[src/rtl/rr_burst_arbiter_pkg.sv]
// ----------------------------------------------------------------------------
// arb_pkg
// Shared types and helpers for the round-robin burst arbiter.
//   arb_state_t : arbiter FSM state encoding (IDLE, GRANT)
//   next_ptr()  : advance a requester index by one, wrapping n-1 -> 0
// ----------------------------------------------------------------------------
package arb_pkg;

    typedef enum logic {
        IDLE  = 1'b0,
        GRANT = 1'b1
    } arb_state_t;

    function automatic int next_ptr(input int ptr, input int n);
        return (ptr + 1 >= n) ? 0 : ptr + 1;
    endfunction

endpackage

[src/rtl/rr_burst_arbiter_pick.sv]
// ----------------------------------------------------------------------------
// rr_pick
// Combinational rotate-priority picker. Scans req starting at ptr, moving
// upward and wrapping through index 0, and reports the first set bit.
// Ports:
//   req     in   N      request vector
//   ptr     in   ID_W   index with highest priority
//   pick    out  N      one-hot winner (all zero when nothing requested)
//   pick_id out  ID_W   index of the winner (0 when nothing requested)
//   any     out  1      at least one request present
// ----------------------------------------------------------------------------
module rr_pick #(
    parameter int N    = 4,
    parameter int ID_W = 2
) (
    input  logic [N-1:0]    req,
    input  logic [ID_W-1:0] ptr,
    output logic [N-1:0]    pick,
    output logic [ID_W-1:0] pick_id,
    output logic            any
);

    localparam logic [ID_W:0] N_W = (ID_W + 1)'(N);

    logic [ID_W:0]   sum;
    logic [ID_W-1:0] idx;

    always_comb begin
        pick    = '0;
        pick_id = '0;
        any     = 1'b0;
        sum     = '0;
        idx     = '0;
        for (int i = 0; i < N; i++) begin
            // ptr + i is always below 2N, so one conditional subtract wraps it
            sum = {1'b0, ptr} + (ID_W + 1)'(i);
            idx = (sum >= N_W) ? ID_W'(sum - N_W) : sum[ID_W-1:0];
            if (!any && req[idx]) begin
                any       = 1'b1;
                pick[idx] = 1'b1;
                pick_id   = idx;
            end
        end
    end

endmodule

[src/rtl/rr_burst_arbiter.sv]
// ----------------------------------------------------------------------------
// rr_burst_arbiter
// Round-robin arbiter sharing one register-bank write port among N
// requesters. One requester holds the port for a burst of up to MAX_BURST
// cycles; gnt is one-hot and registered so it can drive the bank's load
// strobes directly. The priority pointer moves past each holder on release.
//
// Optional feature macro: RR_ARB_LOCK_EN
//   defined     : lock port present; a holder with lock=1 is exempt from the
//                 MAX_BURST limit (beat saturates at MAX_BURST)
//   not defined : no lock port; MAX_BURST always enforced
//
// Ports:
//   clock      in   1        rising-edge clock
//   reset      in   1        synchronous, active-high
//   req        in   N        level requests, held until granted
//   last       in   N        holder's final beat this cycle (holder bit only)
//   lock       in   N        extend tenure past MAX_BURST (RR_ARB_LOCK_EN only)
//   gnt        out  N        one-hot grant, registered
//   gnt_id     out  ID_W     holder index, meaningful while gnt_valid
//   gnt_valid  out  1        a grant is active
//   beat       out  BEAT_W   beats consumed in current tenure, incl. this one
//
// state | meaning
// ------+-------------------------------------------------------------
// IDLE  | no holder; any request is granted at the next edge
// GRANT | gnt holds one requester; on release the next winner is
//       | granted in the same edge, or the FSM falls back to IDLE
// ----------------------------------------------------------------------------
module rr_burst_arbiter
    import arb_pkg::*;
#(
    parameter int N         = 4,
    parameter int MAX_BURST = 8
) (
    input  logic                           clock,
    input  logic                           reset,
    input  logic [N-1:0]                   req,
    input  logic [N-1:0]                   last,
`ifdef RR_ARB_LOCK_EN
    input  logic [N-1:0]                   lock,
`endif
    output logic [N-1:0]                   gnt,
    output logic [$clog2(N)-1:0]           gnt_id,
    output logic                           gnt_valid,
    output logic [$clog2(MAX_BURST+1)-1:0] beat
);

    localparam int ID_W   = $clog2(N);
    localparam int BEAT_W = $clog2(MAX_BURST + 1);

    localparam logic [BEAT_W-1:0] BEAT_MAX = BEAT_W'(MAX_BURST);
    localparam logic [BEAT_W-1:0] BEAT_ONE = BEAT_W'(1);

    arb_state_t      state;
    logic [ID_W-1:0] ptr;

    logic [ID_W-1:0] pick_ptr;
    logic [N-1:0]    pick;
    logic [ID_W-1:0] pick_id;
    logic            any;

    logic            hold_req;
    logic            hold_last;
    logic            hold_lock;
    logic            at_max;
    logic            release_now;
    logic [BEAT_W-1:0] beat_inc;

    // While granted, the pick is evaluated as if ptr had already advanced
    // past the holder, so the holder lands at the lowest priority. It only
    // wins again when nobody else is asking, which gives back-to-back
    // tenures to a lone requester without a bubble.
    assign pick_ptr = (state == GRANT) ? ID_W'(next_ptr(int'(gnt_id), N)) : ptr;

    rr_pick #(
        .N    (N),
        .ID_W (ID_W)
    ) u_pick (
        .req     (req),
        .ptr     (pick_ptr),
        .pick    (pick),
        .pick_id (pick_id),
        .any     (any)
    );

    assign hold_req  = |(req & gnt);
    assign hold_last = |(last & gnt);
`ifdef RR_ARB_LOCK_EN
    assign hold_lock = |(lock & gnt);
`else
    assign hold_lock = 1'b0;
`endif

    assign at_max      = (beat == BEAT_MAX);
    // last and the burst limit together still make a single release
    assign release_now = hold_last | ~hold_req | (at_max & ~hold_lock);
    // saturate so a locked holder never wraps the beat counter
    assign beat_inc    = at_max ? beat : beat + BEAT_ONE;

    always_ff @(posedge clock) begin
        if (reset) begin
            state     <= IDLE;
            gnt       <= '0;
            gnt_id    <= '0;
            gnt_valid <= 1'b0;
            beat      <= '0;
            ptr       <= '0;
        end else begin
            case (state)
                IDLE: begin
                    if (any) begin
                        state     <= GRANT;
                        gnt       <= pick;
                        gnt_id    <= pick_id;
                        gnt_valid <= 1'b1;
                        beat      <= BEAT_ONE;
                    end
                end
                GRANT: begin
                    if (release_now) begin
                        ptr <= pick_ptr;
                        if (any) begin
                            gnt     <= pick;
                            gnt_id  <= pick_id;
                            beat    <= BEAT_ONE;
                        end else begin
                            state     <= IDLE;
                            gnt       <= '0;
                            gnt_valid <= 1'b0;
                            beat      <= '0;
                        end
                    end else begin
                        beat <= beat_inc;
                    end
                end
                default: begin
                    state     <= IDLE;
                    gnt       <= '0;
                    gnt_valid <= 1'b0;
                    beat      <= '0;
                end
            endcase
        end
    end

endmodule

[config.mk]
export PLATFORM = sky130hd
export DESIGN_NAME = rr_burst_arbiter
export DESIGN_NICKNAME = d
export VERILOG_FILES = /design/src/rtl/rr_burst_arbiter_pkg.sv /design/src/rtl/rr_burst_arbiter_pick.sv /design/src/rtl/rr_burst_arbiter.sv
export SDC_FILE = /design/constraint.sdc
export NUM_CORES = 1
export LEC_CHECK = 0
export ABC_AREA = 1
export CAP_MARGIN = 20
export CORE_MARGIN = 2
export CORE_UTILIZATION = 40
export DETAILED_ROUTE_END_ITERATION = 10
export PLACE_DENSITY = 0.73
export SYNTH_ARGS = -nofsm -noshare
export SYNTH_HDL_FRONTEND = slang
export SYNTH_SLANG_ARGS = --single-unit
[constraint.sdc]
create_clock -name clock -period 5.25 [get_ports clock]
set_input_delay 1.05 -clock clock [delete_from_list [all_inputs] [get_ports clock]]
set_output_delay 1.05 -clock clock [all_outputs]
set_load 0.02 [all_outputs]
==> results.py, run 1 <==
metrics = {
    "run_status": {
        "status": "finished, final reports clean",
    },
    "synthesis": {
        "synth_seq_cells": 14,
        "syn_area_um2": 1290,
        "synth_cell_types": 27,
        "postSynthAreaPerCell_um2": 6.89,
        "synth_cells": 188,
        "synth.yosys.seq_area_share": 0.216,
        "syn-num-nets": 209,
        "synth_warnings": 0,
    },
    "floorplan": {
        "io_pins": 21,
        "die_h_um": 60.9,
        "fp.dieW_um": 60.9,
        "coreArea_um2": 3080,
        "num_rows": 20,
        "dieArea_um2": 3710,
        "initial_core_util": 0.421,
    },
    "route": {
        "drt-initial-drc-count": 54,
        "routed_via_density": 4.90,
        "drtPass1Iterations": 4,
        "routed-via-count": 1245,
        "wl_per_cell_um": 11.5,
        "drt_wl_total_um": 2930,
        "drc_errors": 0,
        "antenna_left": 0,
    },
    "timing": {
        "slew_headroom": 0.680,
        "setup_viol": 0,
        "final_hold_viol_count": 0,
        "period_minus_slack_ns": 2.88,
        "rsz0062_at_grt": "false",
        "fin_crit_sh": 0.549,
        "drv_slew": 0,
        "finalSetupTns_ns": 0,
        "clock.fmax_mhz": 347,
        "worstMarginPinSlew_ns": 0.480,
        "finClkSkew_ns": 0.00440,
    },
    "finish": {
        "fin_area_um2": 1570,
        "final_cells": 254,
        "fillers": 319,
        "regArea_um2": 280,
        "final_cell_mix": "nand2_1, clkdlybuf4s50_1, inv_1",
        "final_layout_size_suffix_gt1_frac": 0.176,
        "final_nets": 232,
        "synthToLayoutAreaGrowth_pct": 21.4,
        "multiInputGateArea_um2": 911,
        "final_common_cell": "nand2_1",
        "insertedDiodeCount": 0,
    },
    "setup_path": {
        "path_delay_family": "simple AND/OR/NAND/NOR gates",
        "setup.worst_path.class": "reg2reg",
        "crit_path_start": "state",
        "endpoint_kind": "flop",
        "required_ns": 5.45,
        "crit_fanout": 11,
        "r2r_cells": 14,
        "cp-start-kind": "flop",
        "crit_chain": "nand3_2, nand2_4, inv_2, ha_1, inv_1, nand2_1, nand2_1, nand2_2, nor3_1, ha_1, inv_1, nand2_1, o21ai_0, a211oi_1",
        "cpMaxStageDelayCell": "dfxtp_1",
        "reg2reg_to": "beat[2]",
        "r2r_slack_ns": 2.37,
        "cp_slowest_stage_delay_ns": 0.62,
        "crit_top_cell": "nand2_1",
        "worstReg2RegStart": "state",
        "crit_buf_inv": 3,
        "arrival_ns": 3.08,
    },
    "clock_tree": {
        "cts_tree": "yes",
        "ctsResizeCount": 0,
        "cts.sinks": 14,
        "h-tree-depth": 1,
        "path_clk_slew_ns": 0.09,
        "cts.path.max_buffers": 2,
        "root_buffer": "clkbuf_4",
        "cts-buffers-inserted": 3,
        "post-cts-setup-buffers": 0,
        "postCtsHoldBufs": 0,
        "worstSkewPairLatency_ns": 0.28,
    },
    "placement": {
        "dpl.cell_count": 250,
        "io_buffer_count": 20,
        "dpl_cell_area_um2": 1540,
        "place_congestion": 0.900,
        "dp_hpwl_um": 2340,
    },
    "power_and_ir_drop": {
        "p_leak_nw": 0.719,
        "power_density_nw_per_um2": 610,
        "ir_worst_vdd_mv": 0.408,
    },
    "global_route": {
        "antenna_found_initial": 0,
        "grt_pass1_vias": 1060,
        "grt_pass1_wl_um": 4780,
        "grt_usage": 0.174,
        "grt_overflow_total": 0,
        "grt_max_degree": 14,
    },
    "min_path": {
        "worst_hold_startpoint": "ptr[1]",
        "hold_end": "ptr[1]",
        "min_path_type": "reg2reg",
        "hold_path_depth": 2,
    },
    "run": {
        "cap_viol_max_count": 0,
    },
}
routing by layer:
layer | routed length, um | GRT usage | up-vias
met1 | 1430 | 0.245 | 556
met3 | 175 | 0.0490 | 4
li1 | - | - | 656
met4 | 25 | 0.0280 | 0
met5 | 0 | 0 | -
met2 | 1300 | 0.269 | 29
tightest hold or removal path, delay by kind of cell (launching register included):
| kind | cells | cell delay (ns) |
|---|---|---|
| compound gates | 1 | 0.06 |
| buf+inv | 1 | 0.06 |
| flops | 1 | 0.31 |
through the flow:
stage	power [mW]	hold slack [ns]	util	setup WS, ns
3_5_place_dp	0.878	0.451	0.499	2.19
5_1_grt	1.05	0.482	0.511	2.12
4_1_cts	0.959	0.463	0.511	2.38
3_3_place_gp	0.877	0.448	0.499	2.25
2_1_floorplan	0.716	0.429	-	2.75
6_report	0.958	0.463	0.511	2.37
cells in the mapped netlist:
cell / number / area share
nor2_8: 1 / 0.015
ha_1: 11 / 0.11
dfxtp_1: 14 / 0.22
inv_2: 3 / 0.0087
o21ai_4: 3 / 0.038
nand2_1: 53 / 0.15
nand3_2: 2 / 0.015
buf_6: 1 / 0.0087
inv_1: 19 / 0.055
nand4_1: 7 / 0.034
o22ai_1: 1 / 0.0048
a21oi_1: 9 / 0.035
nor3_1: 4 / 0.015
nand2_4: 6 / 0.052
nor2_4: 1 / 0.0087
clkbuf_1: 1 / 0.0029
o21ai_1: 2 / 0.0077
o21ai_0: 6 / 0.023
nand2_2: 15 / 0.072
nand3b_4: 1 / 0.015
a211oi_1: 1 / 0.0058
nor2_1: 7 / 0.020
a31oi_1: 1 / 0.0048
inv_4: 1 / 0.0048
o221ai_1: 1 / 0.0068
xor2_1: 1 / 0.0068
nand3_1: 16 / 0.062
how the worst max path moves through the flow:
stage	slack, ns	cells past startpoint	endpoint
2_1_floorplan	2.75	16	beat[3]
3_3_place_gp	2.25	13	gnt_valid
3_5_place_dp	2.19	13	beat[2]
4_1_cts	2.38	14	beat[2]
5_1_grt	2.12	14	beat[2]
6_report	2.37	14	beat[2]
power by group:
part / leakage (nW) / total, mW / switching, mW / internal (mW)
logic: 0.583 / 0.694 / 0.445 / 0.249
clock network: 0.0210 / 0.0773 / 0.0351 / 0.0422
registers: 0.115 / 0.186 / 0.0459 / 0.141
total: 0.719 / 0.958 / 0.526 / 0.431
final cells by class:
cell class,instances,share of cell area
Multi-Input combinational cell,149,0.580
Tap cell,44,0.0350
Inverter,23,0.0565
Sequential cell,14,0.178
Timing Repair Buffer,20,0.127
Clock buffer,4,0.0231
logic make-up (layout without fill, tap and decap cells):
| logic type | count (synthesis) | after routing | synth area share |
|---|---|---|---|
| adders and majority gates | 11 | 11 | 0.106 |
| DFF | 14 | 14 | 0.216 |
| buffers and inverters | 25 | 47 | 0.0802 |
| AOI/OAI and AO/OA | 24 | 24 | 0.126 |
| xor gates and xnor gates | 1 | 1 | 0.00676 |
| and+or+nand+nor | 113 | 113 | 0.465 |
sequential cells by signal (all words and copies together) (netlist names):
signal / flops
gnt_id: 2
beat: 4
ptr: 2
state: 1
gnt: 4
gnt_valid: 1
Power figures use the tool's default switching activity.
==> inputs of run 2 (changes only) <==
--- a/config.mk
+++ b/config.mk
@@ -10,7 +10,7 @@
 export CORE_MARGIN = 2
 export CORE_UTILIZATION = 40
 export DETAILED_ROUTE_END_ITERATION = 10
-export PLACE_DENSITY = 0.73
+export PLACE_DENSITY = 0.75
 export SYNTH_ARGS = -nofsm -noshare
 export SYNTH_HDL_FRONTEND = slang
 export SYNTH_SLANG_ARGS = --single-unit
==> constraint.sdc (replaced) <==
create_clock -name clock -period 2.41 [get_ports clock]
set_input_delay 0.482 -clock clock [delete_from_list [all_inputs] [get_ports clock]]
set_output_delay 0.482 -clock clock [all_outputs]
set_load 0.02 [all_outputs]
==> results.py, run 2 (synthesis results as in run 1) <==
metrics = {
    "finish": {
        "largestRegisters": "beat: 4 flops, gnt: 4 flops",
        "final_nets": 244,
        "fillers": 301,
        "final_common_cell": "nand2_1",
        "insertedDiodeCount": 0,
        "final_cell_mix": "nand2_1, clkdlybuf4s50_1, inv_1",
        "synthToLayoutAreaGrowth_pct": 29.8,
        "final_layout_size_suffix_gt1_frac": 0.249,
        "fin_util": 0.546,
    },
    "route": {
        "drc_errors": 0,
        "drt-initial-drc-count": 32,
        "routed_via_density": 4.82,
        "drtPass1Iterations": 5,
        "wl_per_cell_um": 11.2,
        "drt_wl_total_um": 2970,
        "antenna_left": 0,
        "routed-via-count": 1276,
    },
    "global_route": {
        "grt_usage": 0.178,
        "grt-busiest-layer": "met2",
        "grt_max_degree": 14,
        "grt_pass1_vias": 1127,
        "met1_usage": 0.251,
        "antenna_found_initial": 0,
        "use_met2": 0.296,
        "grt_overflow_total": 0,
        "use_met3": 0.0299,
        "grt_pass1_wl_um": 5040,
    },
    "timing": {
        "clock.fmax_mhz": 458,
        "slew_headroom": 0.786,
        "setup_viol": 0,
        "period_minus_slack_ns": 2.18,
        "drv_slew": 0,
        "fin_crit_sh": 0.906,
        "worstMarginPinSlew_ns": 0.320,
        "final_hold_viol_count": 0,
        "finClkSkew_ns": 0.00308,
        "rsz0062_at_grt": "false",
    },
    "setup_path": {
        "setup.worst_path.class": "reg2reg",
        "cpMaxStageDelayCell": "dfxtp_4",
        "crit_chain": "inv_2, nand2_1, nand3_2, nand2_4, inv_2, ha_4, inv_2, nand2_1, nand2_1, nand2_2, nor3_4, ha_2, inv_1, nor2_1, o221ai_1, inv_1",
        "endpoint_kind": "flop",
        "cp_slowest_stage_delay_ns": 0.38,
        "required_ns": 2.58,
        "arrival_ns": 2.35,
        "r2r_slack_ns": 0.23,
        "crit_fanout": 5,
        "cp-start-kind": "flop",
    },
    "clock_tree": {
        "path_clk_slew_ns": 0.08,
        "cts.sinks": 14,
        "h-tree-depth": 1,
        "cts_tree": "yes",
        "worstSkewPairLatency_ns": 0.27,
        "root_buffer": "clkbuf_4",
        "cts.path.max_buffers": 2,
        "cts-buffers-inserted": 3,
    },
    "floorplan": {
        "num_rows": 20,
        "fp.dieW_um": 60.9,
        "die_h_um": 60.9,
        "io_pins": 21,
        "initial_core_util": 0.421,
        "coreArea_um2": 3080,
        "dieArea_um2": 3710,
    },
    "power_and_ir_drop": {
        "ir_worst_vdd_mv": 0.631,
        "power_density_nw_per_um2": 1340,
        "p_total_mw": 2.25,
        "p_leak_nw": 0.771,
    },
    "placement": {
        "io_buffer_count": 20,
        "dp_hpwl_um": 2470,
        "place_congestion": 0.815,
    },
    "run_status": {
        "status": "finished, final reports clean",
    },
    "run": {
        "cap_viol_max_count": 0,
    },
    "min_path": {
        "min_path_type": "reg2reg",
    },
}
==> run 2: cell count changes in the layout (fill, tap and decap cells not counted), moves of 2 or more <==
cell	delta
dfxtp_1	-3
dfxtp_2	+2
ha_1	-2
buf_4	+12
==> run 2: path summary, 6_finish.rpt <==
| kind | start | end | cells after the start |
|---|---|---|---|
| max | gnt_id[0] | gnt_valid | 16 |
| min | ptr[1] | ptr[1] | 2 |
| max reg2reg | gnt_id[0] | gnt_valid | 16 |
| min reg2reg | ptr[1] | ptr[1] | 2 |
==> run 2: critical path: cells and delay by family (launching register included) <==
family | cells | cell delay (ns)
AND/OR/NAND/NOR | 8 | 0.67
buffers and inverters | 5 | 0.32
adder cells (fa/ha/maj) | 2 | 0.51
AO/OA/AOI/OAI | 1 | 0.17
flip-flops | 1 | 0.38
==> run 2: layer usage <==
| layer | part of all wire | wire [um] |
|---|---|---|
| met1 | 0.49 | 1450 |
| met2 | 0.47 | 1380 |
| met3 | 0.047 | 140 |
| met4 | 0 | 0 |
| met5 | 0 | 0 |
==> run 2: final cells by class <==
cell class / count / area [um^2] / area share
multi-input cells: 149 / 937 / 0.558
repair buffers: 32 / 290 / 0.173
flip-flops and latches: 14 / 287 / 0.171
inverters: 23 / 88.8 / 0.0529
well taps: 44 / 55.1 / 0.0328
clock buffers: 3 / 22.5 / 0.0134
==> run 2: per-stage QoR <==
stage          setup slack (ns)  TNS, ns  hold WS, ns  instances  area, um^2
3_3_place_gp             0.0781        0        0.450        261        1620
5_1_grt                  0.0353        0        0.477        265        1680
2_1_floorplan            0.0208        0        0.429        188        1300
4_1_cts                  0.0395        0        0.465        264        1640
3_5_place_dp           -0.00966  -0.0107        0.454        261        1620
6_report                  0.226        0        0.461        265        1680
==> run 2: timing repair <==
action                                  4_1_cts  5_1_grt
gates resized for setup                       1        7
pin swaps                                     0        3
endpoints found under the setup margin        3        5
hold buffers                                  0        0
setup buffers                                 0        1
==> run 2: report_power, final <==
| group | internal, mW | leakage, nW | switching [mW] |
|---|---|---|---|
| combinational | 0.686 | 0.641 | 1.03 |
| sequential | 0.312 | 0.116 | 0.0890 |
| clock | 0.0578 | 0.0138 | 0.0685 |
==> patch (settings of run 1) <==
The option `RR_ARB_LOCK_EN` is turned on by a define.
--- a/src/rtl/rr_burst_arbiter.sv
+++ b/src/rtl/rr_burst_arbiter.sv
@@ -27,6 +27,8 @@
 // GRANT | gnt holds one requester; on release the next winner is
 //       | granted in the same edge, or the FSM falls back to IDLE
 // ----------------------------------------------------------------------------
+`define RR_ARB_LOCK_EN
+
 module rr_burst_arbiter
     import arb_pkg::*;
 #(
Ports: changed (added lock); port bits go from 21 to 25. No check against the original RTL was run, so the function may have changed too.
==> patch against run 1 <==
  * Worst setup slack worse by 0.11 ns
  * Final cell count is 15% higher
  * Sequential share of layout area shrank 2.6 points
  * Routed wire length is 15% higher
  * Worst hold slack better by 0.062 ns
  * Die area rose by 15%
  * Cell area increased by 17%
  * Via count rose by 18%
  * Core utilization is 0.30 points lower
  * Power increased by 25%
  * Sequential cell count unchanged
  * Sequential power grew 10%
  * First-iteration DRC count rose by 35%
  * Area after synthesis is 16% higher
  * Critical endpoint is now beat[1]
  * Largest power group unchanged
  * Highest routed layer unchanged
==> patch: results (changes against run 1) <==
----------------------------------------------------
[Worst setup path]
  Max stage delay on crit path ... 0.66 ns (+0.04 ns)
  Reg-to-reg critical path startpoint ... state
  Flop2flop setup slack ... 2.25 ns (-0.11 ns)
  Worst path arrival time ... 3.17 ns (+0.09 ns)
  Number of cells traversed by the worst register-to-register path ... 15 (+1)

[Yosys]
  Part of the Yosys area used for sequential elements ... 18.6% (-3.0 points)
  Synth top cells by count ... sky130_fd_sc_hd__nand2_1, sky130_fd_sc_hd__nand3_1, sky130_fd_sc_hd__inv_1
  Number of nets in the synthesized netlist ... 244 (+17%)
  Top area cells in the synthesized netlist ... sky130_fd_sc_hd__dfxtp_1, sky130_fd_sc_hd__nand2_1, sky130_fd_sc_hd__ha_1
  Count of cell types in the netlist ... 32 (+19%)

[Status]
  Result of the run ... complete, no violations

[Placement]
  Placer's final routability congestion estimate ... 0.878 (-2.4%)
  HPWL after detailed placement ... 2.75 mm (+17%)
  Area after DPL ... 1790 sq um (+17%)
  Setup slack after placement ... 2.16 ns (-0.0291 ns)
  Count of buffers from port buffering ... 24 (+20%)

[Power and ir drop]
  Highest ir drop seen on vdd ... 0.287 mV (-30%)
  Leakage ... 0.861 nW (+20%)

[Detailed routing]
  DRC marker count from the first detailed-route iteration ... 73 (+35%)
  Vias/cell ... 5.01 (+2.1%)
  Routed length per placed instance ... 11.5 um (about the same)

[Clock network]
  Cell at the root of the clock tree ... sky130_fd_sc_hd__clkbuf_8
  Worst-Skew Late Latency ... 0.24 ns (-0.04 ns)
  H-tree depth ... 1 (unchanged)
  Clock-pin slew reported for the worst setup and hold paths after clock tree synthesis ... 0.06 ns (-0.03 ns)

[STA]
  Min setup slack post-route ... 2.25 ns (-0.114 ns)
  Worst-case clock skew ... 0.00136 ns (-0.00304 ns)
  Slew of the pin with the lowest slew margin ... 0.539 ns (+0.0592 ns)

[Worst hold path]
  Worst Hold Path EP ... beat[0]
  Hold Path Origin ... beat[0]

[Cells and area]
  Largest registers ... beat (4), gnt (4)
  Number of nets in the layout ... 271 (+17%)
  Share of cells above drive strength 1 ... 18.8% (+1.2 points)
  Filler cell count in the final layout ... 370 (+16%)

[Global route]
  Vias in the first global route ... 1261 (+19%)
  Global-route wire length before repair ... 5.75 mm (+20%)
  Tot GR Track Use ... 17.0% (-0.36 points)
  Maximum number of pins on one net before global-route repair ... 11 (-3)

----------------------------------------------------
[patch: cell type report]
type,count,area share [%]
flip-flops and latches,14,15.2
well taps,48,3.26
repair buffers,24,13.0
inverters,29,6.31
multi-input cells,174,59.2
clock buffers,4,2.99
[patch: kinds of logic (layout without fill, tap and decap cells)]
family | count (synthesis) | count (layout) | synth area share, %
compound gates | 21 | 21 | 8.90
buf+inv | 31 | 57 | 8.74
flops | 14 | 14 | 18.6
simple gates | 142 | 142 | 54.6
fa+ha+maj | 11 | 11 | 9.15
[patch: tightest hold or removal path: stages, from the launching register on]
cell,delay [ns]
sky130_fd_sc_hd__dfxtp_1,0.35
sky130_fd_sc_hd__nand2_1,0.08
sky130_fd_sc_hd__a21oi_1,0.05
[patch: through the flow]
step / instances / util (%) / hold slack (ns)
2_1_floorplan: 219 / - / 0.515
3_3_place_gp: 289 / 49.2 / 0.510
3_5_place_dp: 289 / 49.2 / 0.519
4_1_cts: 293 / 50.8 / 0.528
5_1_grt: 293 / 50.8 / 0.553
6_report: 293 / 50.8 / 0.526
[patch: where the power goes]
| group | total, mW | internal [mW] | switching (mW) |
|---|---|---|---|
| registers | 0.205 | 0.146 | 0.0591 |
| logic | 0.883 | 0.313 | 0.569 |
| clock network | 0.106 | 0.0664 | 0.0399 |
[patch: worst max-delay path by stage]
stage	from	end	slack, ns	depth (start not counted)
2_1_floorplan	gnt_id[0]	beat[1]	2.64	15
3_3_place_gp	req[2]	beat[3]	2.24	16
3_5_place_dp	req[2]	beat[1]	2.16	13
4_1_cts	state	beat[1]	2.25	15
5_1_grt	state	beat[1]	1.92	15
6_report	state	beat[1]	2.25	15
[patch: per-layer routing]
metal / GRT usage [%] / routed length [um] / vias to the layer above
met4: 3.13 / 7 / 0
met2: 28.2 / 1660 / 30
met5: 0 / 0 / -
met1: 23.2 / 1620 / 671
li1: - / - / 764
met3: 3.08 / 91 / 2
